File: src/rtl/alu_mult_seq_pkg.sv
// rtl/alu_mult_seq_pkg.sv - shared state encoding and ALU opcode constants for the multiply sequencer
package alu_mult_seq_pkg;

  typedef enum logic [2:0] {
    ST_IDLE   = 3'd0,
    ST_ABS_A  = 3'd1,
    ST_ABS_B  = 3'd2,
    ST_MUL    = 3'd3,
    ST_NEG_LO = 3'd4,
    ST_NEG_HI = 3'd5,
    ST_DONE   = 3'd6
  } state_t;

  localparam logic [2:0] OP_ADD = 3'b100;

endpackage

File: src/rtl/alu_mult_seq_ctrl_fsm.sv
// rtl/alu_mult_seq_ctrl_fsm.sv - sequencing FSM: state register, iteration counter, next-state logic
module alu_mult_seq_ctrl_fsm
  import alu_mult_seq_pkg::*;
#(
  parameter int N     = 16,
  parameter int CNT_W = 4
) (
  input  logic   clk_i,
  input  logic   rst_i,
  input  logic   start_i,
  input  logic   sgn_i,
  output state_t state_o,
  output logic   fin_o
);

  state_t           state_q;
  logic [CNT_W-1:0] cnt_q;
  logic             sgn_q;
  logic             last_iter;

  assign last_iter = (cnt_q == CNT_W'(N-1));

  always_ff @(posedge clk_i) begin
    if (rst_i) begin
      state_q <= ST_IDLE;
      cnt_q   <= '0;
      sgn_q   <= 1'b0;
    end else begin
      unique case (state_q)
        ST_IDLE: begin
          if (start_i) begin
            sgn_q   <= sgn_i;
            cnt_q   <= '0;
            state_q <= sgn_i ? ST_ABS_A : ST_MUL;
          end
        end
        ST_ABS_A:  state_q <= ST_ABS_B;
        ST_ABS_B:  state_q <= ST_MUL;
        ST_MUL: begin
          cnt_q <= cnt_q + CNT_W'(1);
          if (last_iter) state_q <= sgn_q ? ST_NEG_LO : ST_DONE;
        end
        ST_NEG_LO: state_q <= ST_NEG_HI;
        ST_NEG_HI: state_q <= ST_DONE;
        ST_DONE:   state_q <= ST_IDLE;
        default:   state_q <= ST_IDLE;
      endcase
    end
  end

  // High on the cycle whose edge moves the FSM into DONE, so the product can be captured then.
  assign fin_o   = ((state_q == ST_MUL) && last_iter && !sgn_q) || (state_q == ST_NEG_HI);
  assign state_o = state_q;

endmodule

File: src/rtl/alu_mult_seq.sv
// rtl/alu_mult_seq.sv - multi-cycle 16x16 shift-add multiplier driving the shared external ALU
module alu_mult_seq
  import alu_mult_seq_pkg::*;
#(
  parameter int N     = 16,
  parameter int CNT_W = 4
) (
  input  logic           clk,
  input  logic           rst,
  input  logic           start,
  input  logic           sgn,
  input  logic [N-1:0]   a,
  input  logic [N-1:0]   b,
  output logic           busy,
  output logic           done,
  output logic [2*N-1:0] prod,
  output logic [N-1:0]   alu_A,
  output logic [N-1:0]   alu_B,
  output logic           alu_Cin,
  output logic [2:0]     alu_Op,
  output logic           alu_invA,
  output logic           alu_invB,
  output logic           alu_sign,
  input  logic [N-1:0]   alu_Out,
  input  logic           alu_Carry
);

  state_t           state;
  logic             fin;
  logic [N-1:0]     mcand_q, mcand_d;
  logic [N-1:0]     hi_q, hi_d;
  logic [N-1:0]     lo_q, lo_d;
  logic             neg_q, neg_d;
  logic             nc_q, nc_d;
  logic [2*N-1:0]   prod_q, prod_d;

  alu_mult_seq_ctrl_fsm #(.N(N), .CNT_W(CNT_W)) u_ctrl (
    .clk_i   (clk),
    .rst_i   (rst),
    .start_i (start),
    .sgn_i   (sgn),
    .state_o (state),
    .fin_o   (fin)
  );

  // Every ALU use is an add; negation is 0 + ~x + cin.
  always_comb begin
    alu_A    = '0;
    alu_B    = '0;
    alu_Cin  = 1'b0;
    alu_invB = 1'b0;
    unique case (state)
      ST_ABS_A:  begin alu_B = mcand_q; alu_invB = 1'b1; alu_Cin = 1'b1; end
      ST_ABS_B:  begin alu_B = lo_q;    alu_invB = 1'b1; alu_Cin = 1'b1; end
      ST_MUL:    begin alu_A = hi_q;    alu_B = mcand_q; end
      ST_NEG_LO: begin alu_B = lo_q;    alu_invB = 1'b1; alu_Cin = 1'b1; end
      ST_NEG_HI: begin alu_B = hi_q;    alu_invB = 1'b1; alu_Cin = nc_q; end
      default:   ;
    endcase
  end

  assign alu_Op   = OP_ADD;
  assign alu_invA = 1'b0;
  assign alu_sign = 1'b0;

  always_comb begin
    mcand_d = mcand_q;
    hi_d    = hi_q;
    lo_d    = lo_q;
    neg_d   = neg_q;
    nc_d    = nc_q;
    prod_d  = prod_q;
    unique case (state)
      ST_IDLE: begin
        if (start) begin
          mcand_d = a;
          lo_d    = b;
          hi_d    = '0;
          neg_d   = sgn & (a[N-1] ^ b[N-1]);
        end
      end
      ST_ABS_A:  if (mcand_q[N-1]) mcand_d = alu_Out;
      ST_ABS_B:  if (lo_q[N-1])    lo_d    = alu_Out;
      ST_MUL: begin
        if (lo_q[0]) {hi_d, lo_d} = {alu_Carry, alu_Out, lo_q[N-1:1]};
        else         {hi_d, lo_d} = {1'b0, hi_q, lo_q[N-1:1]};
      end
      ST_NEG_LO: if (neg_q) begin lo_d = alu_Out; nc_d = alu_Carry; end
      ST_NEG_HI: if (neg_q) hi_d = alu_Out;
      default:   ;
    endcase
    if (fin) prod_d = {hi_d, lo_d};
  end

  always_ff @(posedge clk) begin
    if (rst) begin
      mcand_q <= '0;
      hi_q    <= '0;
      lo_q    <= '0;
      neg_q   <= 1'b0;
      nc_q    <= 1'b0;
      prod_q  <= '0;
    end else begin
      mcand_q <= mcand_d;
      hi_q    <= hi_d;
      lo_q    <= lo_d;
      neg_q   <= neg_d;
      nc_q    <= nc_d;
      prod_q  <= prod_d;
    end
  end

  assign busy = (state != ST_IDLE);
  assign done = (state == ST_DONE);
  assign prod = prod_q;

endmodule

File: config.mk
export PLATFORM = sky130hd
export DESIGN_NAME = alu_mult_seq
export DESIGN_NICKNAME = d
export VERILOG_FILES = /design/src/rtl/alu_mult_seq_pkg.sv /design/src/rtl/alu_mult_seq_ctrl_fsm.sv /design/src/rtl/alu_mult_seq.sv
export SDC_FILE = /design/constraint.sdc
export NUM_CORES = 1
export LEC_CHECK = 0
export ABC_AREA = 1
export ABC_CLOCK_PERIOD_IN_PS = 2670
export CELL_PAD_IN_SITES_DETAIL_PLACEMENT = 1
export CELL_PAD_IN_SITES_GLOBAL_PLACEMENT = 1
export CORE_MARGIN = 4
export CORE_UTILIZATION = 38
export CTS_BUF_LIST = sky130_fd_sc_hd__clkbuf_8
export CTS_CLUSTER_DIAMETER = 80
export DETAILED_ROUTE_END_ITERATION = 8
export MAX_ROUTING_LAYER = met4
export PLACE_DENSITY_LB_ADDON = 0.15
export SLEW_MARGIN = 40
export SYNTH_ARGS = -nofsm -noshare
export SYNTH_HDL_FRONTEND = slang
export SYNTH_HIERARCHICAL = 1
export SYNTH_SLANG_ARGS = --single-unit
File: constraint.sdc
create_clock -name clk -period 2.67 [get_ports clk]
set_input_delay 0.534 -clock clk [delete_from_list [all_inputs] [get_ports clk]]
set_output_delay 0.534 -clock clk [all_outputs]
set_load 0.02 [all_outputs]
== Word-level counts from Yosys, hierarchy flattened ==
Cells that the tools add are included.
Word-level totals
  register bits: 90
  RAM bits: 0
  memories: 0
  bits in read-only memories: 0
  latch bits: 0
  bits of input ports: 53
  output and inout port bits: 73
  logic and storage cells: 64
Cells by class
  equal/unequal tests: 10
  divide/modulo/power cells: 0
  multipliers: 0
  reduce and logical (&&, ||, !) cells: 18
  $lt $le $gt $ge: 0
  bitwise operators: 2
  shift operators: 0
  add/subtract/negate cells: 1
  muxes and demuxes: 23
Operator list (count)
  16-bit 2-to-1 mux: 10
  16-bit case mux with 3 select lines: 2
  16-bit case mux with 4 select lines: 1
  16-bit case mux with 2 select lines: 1
  3-bit case mux with 6 select lines: 1
  2-bit AND reduction: 5
  3-bit == test (second input constant): 3
  4-bit case mux with 2 select lines: 1
  3-bit by 2-bit == test with 1-bit output (second input constant): 2
  3-bit 2-to-1 mux: 2
  4-bit by 1-bit adder with 4-bit output (second input constant): 1
  4-bit == test (second input constant): 1
  2-bit 2-to-1 mux: 2
  4-bit 2-to-1 mux: 1
  2-bit != test (second input constant): 2
  2-bit nonzero test: 2
  2-bit OR reduction: 2
  4-bit OR reduction: 1
  3-bit by 1-bit == test with 1-bit output (second input constant): 1
  3-bit zero test: 1
  3-bit AND reduction: 1
  3-bit nonzero test: 1
  3-bit OR reduction: 1
  1-bit logical AND: 2
  7 further kinds: 7

== Logic depth before layout (Yosys ltp) ==
Gate-level depths: netlist of run 1.
  word-level depth: 4
  mapped depth: 11
  depth with buffers taken out: 9

== Modules after synthesis ==
Netlist of run 1, hierarchy kept.
By module, submodules not included
  alu_mult_seq: area each 5297.6 um^2, instances 1, cells each 971
  alu_mult_seq_ctrl_fsm: area each 446.7 um^2, instances 1, cells each 63

== Least setup slack after synthesis of run 1 ==
OpenSTA, ideal clock, no wires.
  path kind: reg-to-output
  start: register u_ctrl.state_q[2], in the netlist u_ctrl/state_o[2]
  end: output alu_B[0]
  data arrival time: 1598 ps
  path buffers: 2
  slack: 538 ps
  data required time: 2136 ps
  cell stages (with the launch flop): 5
  cell sequence: dfxtp_1 > nand3_1 > buf_2 > clkbuf_1 > o211ai_1
Between the ends
  longest elaborated chain between the ends: 3
Ends and longest elaborated chain
  from (decl): line alu_mult_seq_ctrl_fsm.sv:16  | state_t state_q;
  from (signal assigned): line alu_mult_seq_ctrl_fsm.sv:34  | state_q <= sgn_i ? ST_ABS_A : ST_MUL;
  from (signal assigned): line alu_mult_seq_ctrl_fsm.sv:41  | if (last_iter) state_q <= sgn_q ? ST_NEG_LO : ST_DONE;
  3-bit by 2-bit == test with 1-bit output, or another cell as far along: line alu_mult_seq.sv:52  | unique case (state)
  2-bit OR reduction (no source line)
  16-bit case mux with 3 select lines *: line alu_mult_seq.sv:52
  to (decl): line alu_mult_seq.sv:18  | output logic [N-1:0] alu_B,
Mark *: on every way between the ends. The rest lies on a longest branch, timed or not.

== Worst setup path after layout of run 1 ==
  start: register u_ctrl.state_q[1], in the netlist u_ctrl/state_o[1]
  end: output alu_B[1]
The elaborated chain is that of the path after synthesis.

==> results.toml, run 1 <==
[setup_path]
end_kind = "primary output"
path_cells = "inv_2 > nand2_2 > nor2_2 > inv_2 > nand2_1 > buf_4 > nand2_1 > o211ai_1 > dlygate4sd2_1"
crit_fanout = 6
crit_path_top_delay_cell = "dlygate4sd2_1"
max_stage_delay_ns = 0.38
start_kind = "register"
cp.arrival_ns = 2.04
path_class = "reg -> out"
cp.required_ns = 2.14

[synthesis]
synth_top_area_share_pct = 31.4
seq_area_frac_synth_pct = 31.4
synthTopCellsByArea = "dfxtp_1, nand2_1, nor2_1, inv_1, o21ai_0"
synth_commonest_cells = "nand2_1, nor2_1, dfxtp_1"
synth_area_per_cell_sq_um = 5.56
syn_area_sq_um = 5740
ys_ff_latch = 90
synth_area_leader_cell = "dfxtp_1"
syn_inst = 1034
synth.most_common_cell = "nand2_1"
ys_async_sr_fraction_pct = 0
synth.distinct_cells = 25
ys.flop_type = "dfxtp_1"
yosys_warnings = 6
synth_edf_count = 0

[pwr]
p_int_mw = 2.55
p_leak_nw = 3.48
combPwrFrac_pct = 39.9
ir_drop_mv = 0.391
p_seq_share_pct = 36.8
pwr-share-clk_pct = 23.2
powerDensity_nw_per_um2 = 614
swShare_pct = 43.3
switchingPower_mw = 1.95

[clock_network]
path_clk_slew_ns = 0.10
ctsResizeCount = 20
clock_path_buffers = 2
cts_tree = "built"
clk_latency_ns = 0.40
post_cts_buffers = 0
hold_buffers = 0
numClockSinks = 90
cts_root_buf = "clkbuf_8"
htreeDepth = 3
numCtsBuffers = 9

[route]
vias = 6813
drcViolationCount = 0
routed_wl_microns = 22800
wl_per_cell_microns = 17.2
firstDrtPassIters = 6
vias_per_cell = 5.13
ant_nets = 0
dr.first_iter.drc_count = 400

[floorplan]
initial_core_util_pct = 39.2
design.portCount = 126
design.die.area_sq_um = 17100
num_rows = 44
coreArea_sq_um = 14600
die_h_microns = 131
die_w_microns = 131

[global_routing]
grt_pass1_wl_microns = 36400
grt_max_degree = 42
first_global_vias = 6875
antenna_found_initial = 0
track_usage_pct = 28.1
overflow = 0

[timing]
maxSlewViolCount = 0
fin_crit_ns = 2.58
hold_viol = 0
final.period_utilization_pct = 96.5
clock-skew-final_ns = 0.0161
setup_viol = 0
fmax_ghz = 0.388
slew_headroom_pct = 63.1
rsz0062_at_grt = "false"
tns_ns = 0
worst-slew-pin-transition_ns = 0.553

[final_layout]
num-fill-cells = 2100
design_area_sq_um = 7330
syn_to_final_growth_pct = 27.6
diodes = 0
fin_nets = 1193
final_layout_size_suffix_gt1_share_pct = 7.43

[placed_design]
placed_area_sq_um = 7160
gp_congestion = 0.935
port_buffers = 120
hpwl_microns = 17000

[outcome]
status = "finished, final reports clean"

[run]
drv_cap = 0

[min_path]
hold_class = "reg -> reg"
## through the flow
stage | util (%) | setup WS [ns] | cells | hold WS, ns | total power, mW
after floorplan | - | 0.538 | 1037 | 0.440 | 2.80
after global placement | 48.9 | 0.176 | 1312 | 0.464 | 3.47
after detailed placement | 48.9 | 0.106 | 1312 | 0.461 | 3.52
after CTS | 50.1 | 0.0225 | 1328 | 0.477 | 4.51
after global routing | 50.0 | 0.000465 | 1328 | 0.486 | 4.79
final | 50.0 | 0.0945 | 1328 | 0.481 | 4.50
## metal layers
metal	share of wire, %	vias up	GRT usage [%]
li1	-	3364	-
met1	46	3246	36.0
met2	47	175	46.3
met3	4.3	28	3.54
met4	2.6	0	8.77
met5	0	-	-
## final cells by class
| class | instances | area, sq um | area share, % |
|---|---|---|---|
| Clock buffer | 9 | 124 | 1.69 |
| Clock inverter | 7 | 81.3 | 1.11 |
| Inverter | 99 | 374 | 5.11 |
| Multi-Input combinational cell | 793 | 3340 | 45.5 |
| Sequential cell | 90 | 1800 | 24.6 |
| Tap cell | 184 | 230 | 3.14 |
| Timing Repair Buffer | 146 | 1380 | 18.8 |
## power groups by stage
| stage | combinational, mW | sequential [mW] | clock (mW) |
|---|---|---|---|
| 6_report | 1.79 | 1.66 | 1.04 |
| 2_1_floorplan | 1.16 | 1.64 | 0 |
| 5_1_grt | 1.99 | 1.68 | 1.11 |
| 3_3_place_gp | 1.79 | 1.69 | 0 |
| 4_1_cts | 1.79 | 1.66 | 1.06 |
| 3_5_place_dp | 1.83 | 1.68 | 0 |
## kinds of logic (layout without fill, tap and decap cells)
group,Yosys count,after routing,synth area share (%)
AND/OR/NAND/NOR,681,681,47.3
flip-flops,90,90,31.4
other,2,5,0.131
buffers and inverters,154,261,10.9
adder cells (fa/ha/maj),1,1,0.218
AO/OA/AOI/OAI,106,106,10.1
## critical path: cells and delay by family (launching register included)
kind	cells	cell delay, ns
compound gates	1	0.15
flops	1	0.36
simple gates	4	0.43
buf+inv	4	0.71
## state kept, by name, indices dropped and copies added (netlist names)
signal          flops
prod               32
nc_q                1
neg_q               1
u_ctrl/state_o      3
hi_q               16
mcand_q            16
lo_q               16
u_ctrl/cnt_q        4
u_ctrl/sgn_q        1
## placed cells by master, fill, tap and decap left out, drive strengths merged
master         Yosys  routed
clkbuf            25      16
inv               97     102
o21ai             60      60
bufinv             0       1
nand4              1       1
dfxtp             90      90
nor2             234     234
conb               2       5
nand3             49      49
a21oi             30      30
clkdlybuf4s15      0       3
clkdlybuf4s50      0      99
buf               30      27
ha                 1       1
nor3              10      10
nand2            386     386
clkinv             2       3
o211ai            15      15
dlymetal6s2s       0       2
or2                1       1
o22ai              1       1
dlygate4sd2        0       8
## worst paths after layout
path	startpoint	endpoint	slack (ns)	depth (start not counted)
max	u_ctrl/state_o[1]$_SDFFE_PP0P_	alu_B[1]	0.09	9
min	nc_q$_SDFFE_PP0P_	nc_q$_SDFFE_PP0P_	0.48	2
max reg2reg	u_ctrl/state_o[0]$_SDFFE_PP0P_	prod[14]$_SDFFE_PP0P_	0.65	9
min reg2reg	nc_q$_SDFFE_PP0P_	nc_q$_SDFFE_PP0P_	0.48	2
Note: power is estimated with default switching activity, not from simulation.
==> run 2, diff against run 1 <==
--- a/config.mk
+++ b/config.mk
@@ -10,8 +10,7 @@
 export CELL_PAD_IN_SITES_DETAIL_PLACEMENT = 1
 export CELL_PAD_IN_SITES_GLOBAL_PLACEMENT = 1
 export CORE_MARGIN = 4
-export CORE_UTILIZATION = 38
-export CTS_BUF_LIST = sky130_fd_sc_hd__clkbuf_8
+export CORE_UTILIZATION = 37
 export CTS_CLUSTER_DIAMETER = 80
 export DETAILED_ROUTE_END_ITERATION = 8
 export MAX_ROUTING_LAYER = met4
==> run 2 against run 1 <==
- total power increased by 5.9%
- combinational power increased by 2%
- cell count increased by 0.15%
- register-to-register slack improved by 0.04 ns
- clock skew decreased by 0.0057 ns
- die area increased by 2.5%
==> results.toml, run 2 (same netlist as run 1, synthesis figures left out) <==
[min_path]
hold_class = "reg -> reg"
min_path_cells = 2

[pwr]
p_leak_nw = 3.76
p_int_mw = 2.76
swShare_pct = 42.0
switchingPower_mw = 2.00
ir_drop_mv = 0.314
pwr-share-clk_pct = 27.1
p_seq_share_pct = 34.6
powerDensity_nw_per_um2 = 639
combPwrFrac_pct = 38.3

[route]
wl_per_cell_microns = 16.9
routed_wl_microns = 22500
vias = 6739
dr.first_iter.drc_count = 449
vias_per_cell = 5.07
ant_nets = 0
firstDrtPassIters = 5
drcViolationCount = 0

[clock_network]
clock_path_buffers = 2
cts_tree = "built"
numClockSinks = 90
numCtsBuffers = 9
cts_root_buf = "clkbuf_16"
hold_buffers = 0
clk_latency_ns = 0.36
path_clk_slew_ns = 0.07
post_cts_buffers = 0
htreeDepth = 3

[floorplan]
design.portCount = 126
die_h_microns = 133
coreArea_sq_um = 15200
design.die.area_sq_um = 17600
initial_core_util_pct = 37.8
die_w_microns = 133
num_rows = 45

[final_layout]
diodes = 0
num-fill-cells = 2154
layout_common_cells = "nand2_1, nor2_1, dfxtp_1"
largest_reg_flops = 32
mostFrequentLayoutCell = "nand2_1"
utilization_pct = 49.0
regArea_sq_um = 1800
final_layout_size_suffix_gt1_share_pct = 6.65
multi_input_area_sq_um = 3340
fin_nets = 1191
syn_to_final_growth_pct = 29.8
instances_no_fill = 1330

[setup_path]
crit_top_cell = "buf_4"
max_stage_delay_ns = 0.61
crit_fanout = 34
crit_path_top_delay_cell = "clkdlybuf4s50_1"
end_kind = "primary output"
cp.arrival_ns = 2.06
rrSetupSlack_ns = 0.69
crit_start = "u_ctrl/state_o[0]$_SDFFE_PP0P_"
cp.required_ns = 2.14
r2r_cells = 9
path_class = "reg -> out"
r2r-end = "prod[27]$_SDFFE_PP0P_"
start_kind = "register"
endpoint = "alu_A[8]"
rr_startpoint = "u_ctrl/state_o[0]$_SDFFE_PP0P_"
path_cells = "buf_4 > nand3_2 > buf_4 > nor2_1 > clkdlybuf4s50_1"

[placed_design]
port_buffers = 120
gp_congestion = 0.982
hpwl_microns = 16500
dp_cells = 1314
place_ws_ns = 0.133

[timing]
clock-skew-final_ns = 0.0105
maxSlewViolCount = 0
fin_crit_ns = 2.59
setup_viol = 0
layout_setup_ws_ns = 0.0780
final.period_utilization_pct = 97.1
worst-slew-pin-transition_ns = 0.678
fmax_ghz = 0.386
slew_headroom_pct = 54.8
hold_viol = 0

[global_routing]
track_usage_pct = 26.8
grt_pass1_wl_microns = 36700
overflow = 0
antenna_found_initial = 0
grt_max_degree = 65
first_global_vias = 6837

[outcome]
status = "finished, final reports clean"

[run]
drv_cap = 0
-- run 2: changes by cell type in the layout (fill, tap and decap cells not counted), sizes merged --
cell,change
dlymetal6s2s,+14
clkbuf,-7
clkdlybuf4s50,-13
clkinv,+1
bufinv,-1
dlygate4sd2,+4
clkinvlp,+1
inv,-1
buf,-2
clkdlybuf4s15,+2
-- run 2: worst max-delay path, delay by kind of cell (launching register included) --
| kind | cells | cell delay [ns] |
|---|---|---|
| and+or+nand+nor | 2 | 0.25 |
| DFF | 1 | 0.35 |
| buffers and inverters | 3 | 1.10 |
-- run 2: area by class of cell --
cell class | instances | share of cell area [%]
Clock buffer | 9 | 3.02
Clock inverter | 7 | 0.906
Inverter | 99 | 4.98
Multi-Input combinational cell | 793 | 44.8
Sequential cell | 90 | 24.2
Tap cell | 188 | 3.16
Timing Repair Buffer | 144 | 19.0
-- run 2: layer usage --
| metal | GRT usage [%] | up-vias | share of wire [%] |
|---|---|---|---|
| li1 | - | 3355 | - |
| met1 | 35.3 | 3152 | 47 |
| met2 | 41.7 | 188 | 45 |
| met3 | 5.06 | 44 | 4.7 |
| met4 | 8.66 | 0 | 3.0 |
| met5 | - | - | 0 |
-- run 2: timing repair --
action / in CTS / in global routing
gates cloned: 0 / 0
gates resized for setup: 18 / 21
endpoints found under the setup margin: 17 / 21
pin swaps: 0 / 0
-- run 2: through the flow --
stage | cell area [sq um] | hold slack (ns) | total power, mW | setup TNS (ns)
CTS | 7410 | 0.486 | 4.78 | 0
finish | 7450 | 0.480 | 4.76 | 0
detailed placement | 7130 | 0.473 | 3.52 | 0
global placement | 7130 | 0.464 | 3.48 | 0
floorplan | 5760 | 0.440 | 2.80 | 0
global route | 7450 | 0.503 | 5.08 | -0.0147
-- run 2: power groups by stage --
stage	Sequential, mW	Combinational (mW)	Clock [mW]
after floorplan	1.64	1.16	0
after global placement	1.68	1.81	0
final	1.65	1.83	1.29
after detailed placement	1.68	1.84	0
after global routing	1.67	2.04	1.38
after CTS	1.65	1.81	1.32
-- run 2: worst min-delay path by stage --
stage / from / endpoint / slack, ns
2_1_floorplan: nc_q$_SDFFE_PP0P_ / nc_q$_SDFFE_PP0P_ / 0.44
3_3_place_gp: u_ctrl/sgn_q$_SDFFE_PP0P_ / u_ctrl/sgn_q$_SDFFE_PP0P_ / 0.46
3_5_place_dp: u_ctrl/sgn_q$_SDFFE_PP0P_ / u_ctrl/sgn_q$_SDFFE_PP0P_ / 0.47
4_1_cts: u_ctrl/sgn_q$_SDFFE_PP0P_ / u_ctrl/sgn_q$_SDFFE_PP0P_ / 0.49
5_1_grt: u_ctrl/sgn_q$_SDFFE_PP0P_ / u_ctrl/sgn_q$_SDFFE_PP0P_ / 0.50
6_report: u_ctrl/sgn_q$_SDFFE_PP0P_ / u_ctrl/sgn_q$_SDFFE_PP0P_ / 0.48
==> run 3, diff against run 2 <==
--- a/config.mk
+++ b/config.mk
@@ -15,6 +15,7 @@
 export DETAILED_ROUTE_END_ITERATION = 8
 export MAX_ROUTING_LAYER = met4
 export PLACE_DENSITY_LB_ADDON = 0.15
+export REMOVE_ABC_BUFFERS = 1
 export SLEW_MARGIN = 40
 export SYNTH_ARGS = -nofsm -noshare
 export SYNTH_HDL_FRONTEND = slang
==> run 3 against run 2 <==
- sequential power is essentially flat
- clock-buffer cell count grew 3
- cell count shrank 0.45%
- cell area shrank 0.35%
- total power shrank 0.64%
- combinational power shrank 2%
- clock power is essentially flat
- sequential share of layout area grew 0.10 points
- largest power group unchanged
==> results.toml, run 3 (same netlist as run 1, synthesis figures left out) <==
[outcome]
status = "finished, final reports clean"

[floorplan]
initial_core_util_pct = 37.8
design.portCount = 126
die_h_microns = 133
num_rows = 45
coreArea_sq_um = 15200
die_w_microns = 133
design.die.area_sq_um = 17600

[setup_path]
path_class = "reg -> out"
cp.arrival_ns = 1.99
r2r_cells = 8
crit_fanout = 16
start_kind = "register"
end_kind = "primary output"
cp.required_ns = 2.14

[final_layout]
diodes = 0
design_area_sq_um = 7430
multi_input_area_sq_um = 3340
num-fill-cells = 2125
syn_to_final_growth_pct = 29.3
regArea_sq_um = 1800
instances_no_fill = 1324
fin_nets = 1186
largest_reg_flops = 32
layout_common_cells = "nand2_1, nor2_1, clkdlybuf4s50_1"
mostFrequentLayoutCell = "nand2_1"
final_layout_size_suffix_gt1_share_pct = 5.99

[min_path]
hold_class = "reg -> reg"
min_path_cells = 2

[clock_network]
clk_latency_ns = 0.35
cts_root_buf = "clkbuf_16"
htreeDepth = 3
numClockSinks = 90
path_clk_slew_ns = 0.06
clock_path_buffers = 2
cts_tree = "built"
numCtsBuffers = 9
post_cts_buffers = 0

[timing]
setup_viol = 0
final.period_utilization_pct = 94.4
hold_viol = 0
worst-slew-pin-transition_ns = 0.577
rsz0062_at_grt = "false"
layout_setup_ws_ns = 0.150
maxSlewViolCount = 0
slew_headroom_pct = 61.5
fmax_ghz = 0.397
clock-skew-final_ns = 0.00809
fin_crit_ns = 2.52

[pwr]
ir_drop_mv = 0.305
p_leak_nw = 3.66
powerDensity_nw_per_um2 = 637
p_total_mw = 4.73

[global_routing]
grt_max_degree = 65
antenna_found_initial = 0
grt_pass1_wl_microns = 34100
overflow = 0
track_usage_pct = 24.6
first_global_vias = 6349

[placed_design]
dp_cells = 1309
port_buffers = 120
place_ws_ns = 0.192
placed_area_sq_um = 7130
hpwl_microns = 15200
gp_congestion = 0.910

[route]
ant_nets = 0
dr.first_iter.drc_count = 370
vias = 6540
drcViolationCount = 0
firstDrtPassIters = 5
vias_per_cell = 4.94
routed_wl_microns = 21100
wl_per_cell_microns = 15.9

[run]
drv_cap = 0
run 3: cell count changes in the layout (fill, tap and decap cells not counted), sizes merged:
cell	before	now
buf	25	20
bufinv	0	1
clkbuf	9	12
clkdlybuf4s15	5	0
clkdlybuf4s50	86	91
clkinvlp	1	0
dlygate4sd2	12	18
dlymetal6s2s	16	10
inv	101	97
run 3: final timing paths:
path	start	to	slack, ns
hold / removal	u_ctrl/sgn_q$_SDFFE_PP0P_	u_ctrl/sgn_q$_SDFFE_PP0P_	0.48
hold reg to reg	u_ctrl/sgn_q$_SDFFE_PP0P_	u_ctrl/sgn_q$_SDFFE_PP0P_	0.48
setup reg to reg	u_ctrl/state_o[1]$_SDFFE_PP0P_	mcand_q[8]$_SDFFE_PP0P_	0.78
setup / recovery	u_ctrl/state_o[1]$_SDFFE_PP0P_	alu_B[9]	0.15
run 3: repair_timing:
item,4_1_cts,5_1_grt
hold buffers,0,0
gates resized for setup,19,11
endpoints found under the setup margin,19,14
run 3: final cells by class:
class | count | share of cell area [%]
Timing Repair Buffer | 139 | 18.8
Clock inverter | 3 | 0.539
Multi-Input combinational cell | 793 | 44.9
Sequential cell | 90 | 24.3
Inverter | 99 | 5.00
Clock buffer | 12 | 3.32
Tap cell | 188 | 3.17
run 3: through the flow:
step	util [%]	setup TNS [ns]	hold slack, ns
after CTS	48.7	0	0.481
after floorplan	-	-65.63	0.435
after detailed placement	46.9	0	0.472
final	48.9	0	0.478
after global routing	48.9	0	0.500
after global placement	46.9	0	0.461
run 3: report_power, final:
group          internal [mW]  total [mW]  switching, mW
sequential              1.49        1.66          0.171
combinational          0.621        1.79           1.17
clock                  0.744        1.29          0.541
total                   2.86        4.73           1.88
run 3: layer usage:
| layer | track usage, % | routed length [microns] |
|---|---|---|
| met1 | 33.5 | 10100 |
| met4 | 6.29 | 340 |
| met3 | 2.85 | 816 |
| met5 | - | 0 |
| met2 | 38.9 | 9860 |
run 3: critical path: stages (launching register included):
cell and delay (ns):
dfxtp_2 0.38, inv_2 0.13, nand2_2 0.10, nor2_2 0.17
inv_2 0.06, nand2_1 0.10, buf_12 0.16, nand2_1 0.06
o211ai_1 0.11, dlygate4sd2_1 0.37
